**src/rtl/gradient_pkg.sv**
```systemverilog
// Shared constants and types for the gradient ROM arbiter.
// Default widths and the requester IDs carried on the response tag.
package gradient_pkg;

    localparam int ADDR_WIDTH = 8;
    localparam int DATA_WIDTH = 24;

    typedef enum logic {
        REQ_A = 1'b0,
        REQ_B = 1'b1
    } req_id_e;

endpackage

```
**src/rtl/rr_arbiter2.sv**
```systemverilog
// Two-way grant logic: round-robin with a strict A-priority override.
// Ports: clk, reset, prio_a, req_a/req_b in; gnt_a/gnt_b/gnt_id out.
import gradient_pkg::*;

module rr_arbiter2 (
    input  logic    clk,
    input  logic    reset,
    input  logic    prio_a,
    input  logic    req_a,
    input  logic    req_b,
    output logic    gnt_a,
    output logic    gnt_b,
    output req_id_e gnt_id
);

    req_id_e last_grant;

    // A tie goes to A under priority mode, or when B won the last tie.
    always_comb begin
        gnt_a = 1'b0;
        gnt_b = 1'b0;
        if (req_a && req_b) begin
            if (prio_a || (last_grant == REQ_B)) begin
                gnt_a = 1'b1;
            end else begin
                gnt_b = 1'b1;
            end
        end else begin
            gnt_a = req_a;
            gnt_b = req_b;
        end
        gnt_id = gnt_b ? REQ_B : REQ_A;
    end

    // Reset to B so the first tie after reset goes to A.
    always_ff @(posedge clk) begin
        if (reset) begin
            last_grant <= REQ_B;
        end else if (gnt_a || gnt_b) begin
            last_grant <= gnt_id;
        end
    end

endmodule

```
**src/rtl/gradient_rom_arbiter.sv**
```systemverilog
// Shares one registered single-port gradient ROM between two renderers.
// Ports: A/B valid-ready request, tagged responses, rom_addr out, rom_dout in.
import gradient_pkg::*;

module gradient_rom_arbiter #(
    parameter int ADDR_WIDTH = gradient_pkg::ADDR_WIDTH,
    parameter int DATA_WIDTH = gradient_pkg::DATA_WIDTH
) (
    input  logic                  clk,
    input  logic                  reset,
    input  logic                  prio_a,
    input  logic                  a_req_valid,
    input  logic [ADDR_WIDTH-1:0] a_req_addr,
    output logic                  a_req_ready,
    output logic                  a_rsp_valid,
    output logic [DATA_WIDTH-1:0] a_rsp_data,
    input  logic                  b_req_valid,
    input  logic [ADDR_WIDTH-1:0] b_req_addr,
    output logic                  b_req_ready,
    output logic                  b_rsp_valid,
    output logic [DATA_WIDTH-1:0] b_rsp_data,
    output logic [ADDR_WIDTH-1:0] rom_addr,
    input  logic [DATA_WIDTH-1:0] rom_dout
);

    logic                  gnt_a;
    logic                  gnt_b;
    req_id_e               gnt_id;
    logic                  xfer;
    logic                  xfer_ok;
    logic [ADDR_WIDTH-1:0] gnt_addr;
    logic [ADDR_WIDTH-1:0] addr_hold;
    logic                  rsp_tag_valid;
    req_id_e               rsp_tag_id;

    rr_arbiter2 u_arb (
        .clk    (clk),
        .reset  (reset),
        .prio_a (prio_a),
        .req_a  (a_req_valid),
        .req_b  (b_req_valid),
        .gnt_a  (gnt_a),
        .gnt_b  (gnt_b),
        .gnt_id (gnt_id)
    );

    assign a_req_ready = gnt_a;
    assign b_req_ready = gnt_b;

    // A grant only exists with its valid, so any grant is a transfer.
    assign xfer     = gnt_a | gnt_b;
    assign xfer_ok  = xfer & ~reset;
    assign gnt_addr = gnt_b ? b_req_addr : a_req_addr;

    // Hold the last address between grants so the ROM input stays quiet.
    assign rom_addr = xfer_ok ? gnt_addr : addr_hold;

    always_ff @(posedge clk) begin
        if (reset) begin
            addr_hold     <= '0;
            rsp_tag_valid <= 1'b0;
            rsp_tag_id    <= REQ_A;
        end else begin
            if (xfer) begin
                addr_hold <= gnt_addr;
            end
            rsp_tag_valid <= xfer;
            rsp_tag_id    <= gnt_id;
        end
    end

    // Reset also masks a tag captured the cycle before it, so a lookup
    // in flight when reset arrives never surfaces.
    assign a_rsp_valid = rsp_tag_valid & ~reset & (rsp_tag_id == REQ_A);
    assign b_rsp_valid = rsp_tag_valid & ~reset & (rsp_tag_id == REQ_B);

    assign a_rsp_data = rom_dout;
    assign b_rsp_data = rom_dout;

endmodule

```
**config.mk**
```make
export PLATFORM = sky130hd
export DESIGN_NAME = gradient_rom_arbiter
export DESIGN_NICKNAME = d
export VERILOG_FILES = /design/src/rtl/gradient_pkg.sv /design/src/rtl/rr_arbiter2.sv /design/src/rtl/gradient_rom_arbiter.sv
export SDC_FILE = /design/constraint.sdc
export NUM_CORES = 1
export LEC_CHECK = 0
export ABC_AREA = 1
export CAP_MARGIN = 10
export CORE_MARGIN = 3
export CORE_UTILIZATION = 28
export CTS_BUF_LIST = sky130_fd_sc_hd__clkbuf_16
export CTS_CLUSTER_DIAMETER = 150
export CTS_CLUSTER_SIZE = 25
export DETAILED_ROUTE_END_ITERATION = 10
export PLACE_DENSITY = 0.81
export SYNTH_ARGS = -nofsm -noshare
export SYNTH_HDL_FRONTEND = slang
export SYNTH_SLANG_ARGS = --single-unit
export TNS_END_PERCENT = 30
```
**constraint.sdc**
```tcl
create_clock -name clk -period 1.2 [get_ports clk]
set_input_delay 0.24 -clock clk [delete_from_list [all_inputs] [get_ports clk]]
set_output_delay 0.24 -clock clk [all_outputs]
set_load 0.02 [all_outputs]
```
==> results of run 1 <==
[critical path: stages (launching register included)]
cell	delay, ps
sky130_fd_sc_hd__dfxtp_2	330
sky130_fd_sc_hd__nor2_4	150
sky130_fd_sc_hd__nand2_4	110
sky130_fd_sc_hd__nand2_4	120
sky130_fd_sc_hd__nand2_1	80
sky130_fd_sc_hd__nand3_2	80
sky130_fd_sc_hd__nand2_2	60
sky130_fd_sc_hd__buf_6	130
[final cells by class]
type	count	area share
well taps	44	0.04280
clock inverters	1	0.002918
multi-input cells	74	0.3395
clock buffers	3	0.05837
flip-flops and latches	11	0.1722
inverters	21	0.06128
repair buffers	46	0.3230
[cells by family (layout without fill, tap and decap cells)]
group | count (synthesis) | in the layout | share of synthesized area
compound gates | 2 | 2 | 0.01036
simple gates | 68 | 72 | 0.3070
flops | 11 | 11 | 0.2280
buf+inv | 69 | 71 | 0.4547
[cells in the mapped netlist (all sizes together)]
cell and number:
a21oi 2, buf 48, dfxtp 11, inv 21, nand2 45, nand3 16, nor2 6, nor3 1
[cells in the final DEF, fill, tap and decap left out, drive strengths merged]
cell           netlist  routed
nand3               16      16
clkdlybuf4s50        0      16
inv                 21      22
nor2                 6       7
nor3                 1       1
dlygate4sd2          0       1
a21oi                2       2
clkdlybuf4s15        0       1
dfxtp               11      11
buf                 48      28
nand2               45      48
clkbuf               0       3
[sequential cells by signal, indices dropped and copies added (netlist names)]
name / count
u_arb.last_grant: 1
addr_hold: 8
rsp_tag_valid: 1
rsp_tag_id: 1
[through the flow]
step | power, mW | worst slack, ps
finish | 1.450 | -331.2
global route | 1.526 | -377.6
CTS | 1.458 | -294.0
detailed placement | 0.7784 | -1066
global placement | 0.7740 | -1062
floorplan | 0.8180 | 1.623
[power by group through the flow]
stage | Combinational, mW | Sequential, mW | Clock (mW)
after floorplan | 0.403 | 0.415 | 0
after global placement | 0.357 | 0.417 | 0
after detailed placement | 0.359 | 0.419 | 0
after CTS | 0.423 | 0.414 | 0.621
after global routing | 0.466 | 0.417 | 0.643
final | 0.429 | 0.414 | 0.607
[path summary, 6_finish.rpt]
kind | start | end | slack [ps] | cells after the start
worst max-delay path | u_arb.last_grant$_SDFFE_PP1P_ | rom_addr[7] | -330 | 7
worst min-delay path | reset | rsp_tag_valid$_SDFF_PP0_ | 300 | 2
worst max register to register | u_arb.last_grant$_SDFFE_PP1P_ | addr_hold[6]$_SDFFE_PP0P_ | 20 | 8
worst min register to register | addr_hold[2]$_SDFFE_PP0P_ | addr_hold[2]$_SDFFE_PP0P_ | 450 | 2
[layer usage]
metal	wire, um	track usage	share of wire
met1	964	0.1476	0.41
met2	1072	0.1801	0.46
met3	235	0.04333	0.10
met4	72	0.08443	0.031
met5	0	0	0
[timing repair]
action,in CTS,in global routing
endpoints found under the setup margin,22,11
hold buffers,0,0
hold endpoints to repair,0,0
pin swaps,6,0
gates cloned,4,0
setup buffers,6,1
resized for setup,97,2
==> impl_metrics.py, run 1 <==
metrics = {
    "status": {
        "outcome": "complete, but fails checks",
        "violated_checks": "setup timing",
    },
    "pwr": {
        "power.combinational.fraction": 0.296,
        "clock_power_share": 0.418,
        "power.internal_mw": 1.050,
        "sequential_power_share": 0.286,
        "netSwitchingPower_mw": 0.4000,
        "leakagePower_nw": 0.6793,
        "power-per-cell-area_nw_per_um2": 1127,
        "switching_share": 0.2760,
        "ir_worst_vdd_uv": 484.9,
    },
    "sta": {
        "clock.fmax_mhz": 653.1,
        "finalMaxSlewViolations": 0,
        "clock_skew_ps": 1.873,
        "grt_setup_unrepaired": "true",
        "setup_viol": 10,
        "hold_violations": 0,
        "tightest_slew_ps": 246.5,
        "fin_crit_sh": 1.276,
        "max_slew_margin": 0.8357,
        "totalNegativeSetupSlack_ps": -2850,
        "time_the_worst_path_needs_with_i_o_delays_and_setup_ps": 1531,
        "final.hold.worst_slack_ps": 295.9,
        "layout_setup_ws_ps": -331.2,
    },
    "clock_tree": {
        "tritoncts": "built",
        "tritoncts_num_sinks": 11,
        "htree_num_levels": 1,
        "clkTransAtPathRegs_ps": 40,
        "clk_path_buf_depth": 2,
        "worst_skew_late_latency_ps": 240,
        "cell_at_the_root_of_the_clock_tree": "sky130_fd_sc_hd__clkbuf_16",
        "cts_made_buffers": 3,
    },
    "setup_path": {
        "worst_ep_required_time_ps": 960,
        "crit_fanout": 5,
        "critPathArrivalTime_ps": 1290,
        "timing.critical_path.to_type": "primary output",
        "crit_type": "register to primary output",
        "startpoint_type": "register",
    },
    "placement": {
        "numPlacedInstances": 185,
        "post_dp_hpwl_mm": 1.558,
        "place_area_sq_um": 1061,
        "finalWeightedCongestion": 0.8108,
        "place.port_buffers": 32,
    },
    "die": {
        "core_area_sq_um": 3178,
        "die_area_sq_um": 4191,
        "initial_utilization": 0.3039,
        "floorplan.die.height_um": 64.74,
        "io_pins": 105,
        "num_rows": 20,
        "die_w_um": 64.74,
    },
    "synthesis": {
        "synthDistinctLibCells": 11,
        "syn-cell-area_sq_um": 965.9,
        "synth_sequential_area_ratio": 0.2280,
        "synth.ff_latch_count": 11,
        "synth_top_cell_area_share": 0.3731,
        "postSynthNetCount": 195,
        "synth_warnings": 0,
        "syn_avg_cell_area_sq_um": 6.440,
        "yosys.area.top_type": "sky130_fd_sc_hd__buf_4",
        "synth_cells": 150,
        "netlist_top_cells_area": "sky130_fd_sc_hd__buf_4 37%, sky130_fd_sc_hd__dfxtp_1 23%, sky130_fd_sc_hd__nand2_1 16%",
    },
    "layout": {
        "final_layout_size_suffix_gt1_frac": 0.4038,
        "design.final.nets": 202,
        "antenna-diode-count": 0,
        "layoutNonFillerInstCount": 200,
        "final-seq-area_sq_um": 221.5,
        "finalInstanceArea_sq_um": 1286,
        "multiInputGateArea_sq_um": 436.7,
        "fill_cells": 324,
        "postLayoutCoreUtil": 0.4047,
        "areaGrowthSynthToFinish_pct": 33.16,
    },
    "detailed_routing": {
        "remaining_antenna_violation_count": 0,
        "via_count": 839,
        "post_drt_wl_per_cell_um": 11.72,
        "drtIter0Drc": 13,
        "number_of_design_rule_violations_left_after_detail_routing": 0,
        "firstDrtPassIters": 4,
        "route.final.wire_length_mm": 2.344,
        "viasPerCell": 4.195,
    },
    "hold_path": {
        "worst_hold_path_type": "input pin to register",
    },
    "grt": {
        "number_of_antenna_violations_at_the_first_check_in_global_routing": 0,
        "first_global_vias": 875,
        "grt_remaining_overflow": 0,
        "first_pass_grt_wire_length_mm": 3.960,
        "grt_start_max_net_pins": 9,
        "global_route_usage_over_all_layers": 0.1226,
    },
    "run": {
        "maxCapViolCount": 0,
    },
}
Power figures use the tool's default switching activity.
==> run 2: changes to the inputs <==
--- a/config.mk
+++ b/config.mk
@@ -6,8 +6,7 @@
 export NUM_CORES = 1
 export LEC_CHECK = 0
 export ABC_AREA = 1
-export CAP_MARGIN = 10
-export CORE_MARGIN = 3
+export CAP_MARGIN = 0
 export CORE_UTILIZATION = 28
 export CTS_BUF_LIST = sky130_fd_sc_hd__clkbuf_16
 export CTS_CLUSTER_DIAMETER = 150
==> run 2 against run 1 <==
Net effect:
- the run still ends with setup timing left
- register-to-register slack lost 230 ps
- via count shrank 3.2%
- final cell count is 0.50% lower
- wire length is 2.9% lower
- die area decreased by 12%
- sequential power about the same
- final area rose by 0.97%
- sequential cell count did not move
- count of clock-buffer cells in the layout did not move
- first-iteration DRC count grew 92%
- hold slack better by 13 ps
- critical path type unchanged
- largest power group unchanged
==> impl_metrics.py, run 2 (synthesis results as in run 1) <==
metrics = {
    "grt": {
        "first_global_vias": 757,
        "global_route_usage_over_all_layers": 0.1341,
        "grt_remaining_overflow": 0,
        "grt_start_max_net_pins": 9,
        "first_pass_grt_wire_length_mm": 3.470,
        "number_of_antenna_violations_at_the_first_check_in_global_routing": 0,
    },
    "pwr": {
        "power.internal_mw": 1.048,
        "power-per-cell-area_nw_per_um2": 1115,
        "power.combinational.fraction": 0.297,
        "ir_worst_vdd_uv": 505.0,
        "clock_power_share": 0.417,
        "sequential_power_share": 0.286,
        "leakagePower_nw": 0.6768,
        "netSwitchingPower_mw": 0.3998,
        "switching_share": 0.2761,
    },
    "layout": {
        "top_register": "addr_hold",
        "mostFrequentLayoutCells": "29 x sky130_fd_sc_hd__nand2_1, 20 x sky130_fd_sc_hd__inv_1, 16 x sky130_fd_sc_hd__clkdlybuf4s50_1, 16 x sky130_fd_sc_hd__buf_4, 14 x sky130_fd_sc_hd__nand2_2",
        "largest_register_ffs": 8,
        "layout.cells.most_common": "sky130_fd_sc_hd__nand2_1",
        "final-seq-area_sq_um": 221.5,
        "multiInputGateArea_sq_um": 446.7,
        "finalInstanceArea_sq_um": 1299,
        "design.final.nets": 201,
        "antenna-diode-count": 0,
        "fill_cells": 347,
        "areaGrowthSynthToFinish_pct": 34.46,
        "final_layout_size_suffix_gt1_frac": 0.4258,
    },
    "die": {
        "die_w_um": 60.74,
        "io_pins": 105,
        "num_rows": 20,
        "core_area_sq_um": 3153,
        "floorplan.die.height_um": 60.74,
        "initial_utilization": 0.3063,
        "die_area_sq_um": 3689,
    },
    "clock_tree": {
        "hold_buf_cts": 0,
        "tritoncts_num_sinks": 11,
        "cell_at_the_root_of_the_clock_tree": "sky130_fd_sc_hd__clkbuf_16",
        "clkTransAtPathRegs_ps": 40,
        "worst_skew_late_latency_ps": 240,
        "tritoncts": "built",
        "cts_made_buffers": 3,
        "htree_num_levels": 1,
        "clk_path_buf_depth": 2,
    },
    "detailed_routing": {
        "via_count": 812,
        "number_of_design_rule_violations_left_after_detail_routing": 0,
        "remaining_antenna_violation_count": 0,
        "post_drt_wl_per_cell_um": 11.43,
        "wl_met1_um": 965,
        "dr.max_layer_used": "met4",
        "firstDrtPassIters": 4,
        "route.met2.wl_mm": 1.084,
        "viasPerCell": 4.080,
        "route.final.wire_length_mm": 2.275,
        "drtIter0Drc": 25,
        "route.met3.wl_um": 188,
    },
    "sta": {
        "clock.fmax_mhz": 645.8,
        "layout_setup_ws_ps": -348.4,
        "max_slew_margin": 0.8204,
        "hold_violations": 0,
        "tightest_slew_ps": 268.7,
        "grt_setup_unrepaired": "true",
        "totalNegativeSetupSlack_ps": -3059,
        "clock_skew_ps": 0.3491,
        "fin_crit_sh": 1.290,
        "final.hold.worst_slack_ps": 308.9,
        "finalMaxSlewViolations": 0,
        "setup_viol": 10,
        "time_the_worst_path_needs_with_i_o_delays_and_setup_ps": 1548,
    },
    "hold_path": {
        "worst_hold_path_type": "input pin to register",
    },
    "status": {
        "outcome": "complete, but fails checks",
        "violated_checks": "setup timing",
    },
    "setup_path": {
        "timing.critical_path.to_type": "primary output",
        "critPathArrivalTime_ps": 1310,
        "crit_type": "register to primary output",
        "crit_fanout": 6,
        "regToRegEndpoint": "addr_hold[4]$_SDFFE_PP0P_",
        "critPathLaunch": "u_arb.last_grant$_SDFFE_PP1P_",
        "setup_slack_reg_to_reg_ps": -210,
        "startpoint_type": "register",
        "worst_ep_required_time_ps": 960,
        "reg2regPathDepth": 9,
        "endpoint": "rom_addr[7]",
        "worst_r2r_startpoint": "u_arb.last_grant$_SDFFE_PP1P_",
    },
    "placement": {
        "finalWeightedCongestion": 0.6927,
        "post_dp_hpwl_mm": 1.372,
        "place_area_sq_um": 1069,
        "place.port_buffers": 32,
    },
    "run": {
        "maxCapViolCount": 0,
    },
}
## run 2: area by class of cell
type,instances,area share
Clock inverter,1,0.002890
Sequential cell,11,0.1705
Inverter,21,0.06262
Clock buffer,3,0.05780
Multi-Input combinational cell,73,0.3439
Timing Repair Buffer,46,0.3198
Tap cell,44,0.04239
## run 2: power groups by stage
stage	sequential, mW	clock (mW)	combinational, mW
floorplan	0.415	0	0.403
global placement	0.417	0	0.355
detailed placement	0.418	0	0.359
CTS	0.414	0.611	0.424
global route	0.416	0.629	0.463
finish	0.414	0.604	0.430
## run 2: how the worst min path moves through the flow
stage / to / startpoint / cells after the start
6_report: rsp_tag_valid$_SDFF_PP0_ / reset / 2
5_1_grt: rsp_tag_valid$_SDFF_PP0_ / reset / 2
4_1_cts: rsp_tag_valid$_SDFF_PP0_ / reset / 2
3_5_place_dp: addr_hold[5]$_SDFFE_PP0P_ / addr_hold[5]$_SDFFE_PP0P_ / 2
3_3_place_gp: addr_hold[5]$_SDFFE_PP0P_ / addr_hold[5]$_SDFFE_PP0P_ / 2
2_1_floorplan: rsp_tag_id$_SDFF_PP0_ / reset / 1
## run 2: layer usage
layer	track usage	vias up
li1	-	413
met1	0.1561	348
met2	0.2135	39
met3	0.05544	12
met4	0.06494	0
met5	0	-
## run 2: through the flow
stage | std cells | setup WS (ps) | total power [mW] | utilization
after global routing | 199 | -407.5 | 1.508 | 0.4119
final | 199 | -348.4 | 1.448 | 0.4119
after CTS | 198 | -359.6 | 1.449 | 0.4079
after detailed placement | 186 | -1068 | 0.7767 | 0.3389
after floorplan | 150 | 1.623 | 0.8180 | -
after global placement | 186 | -1038 | 0.7723 | 0.3389
## run 2: what timing repair did
| action | CTS | global route |
|---|---|---|
| pin swaps | 4 | 2 |
| gates cloned | 3 | 0 |
| resized for setup | 99 | 2 |
| setup buffers | 5 | 1 |
| hold endpoints to repair | 0 | 0 |
| endpoints found under the setup margin | 20 | 11 |
## run 2: worst max-delay path: stages (launching register included)
cell and delay [ps]:
sky130_fd_sc_hd__dfxtp_2 330, sky130_fd_sc_hd__nor2_4 140, sky130_fd_sc_hd__nand2_4 130, sky130_fd_sc_hd__nand2_4 140, sky130_fd_sc_hd__nand2_2 70, sky130_fd_sc_hd__nand3_2 80
sky130_fd_sc_hd__nand2_2 60, sky130_fd_sc_hd__buf_6 120
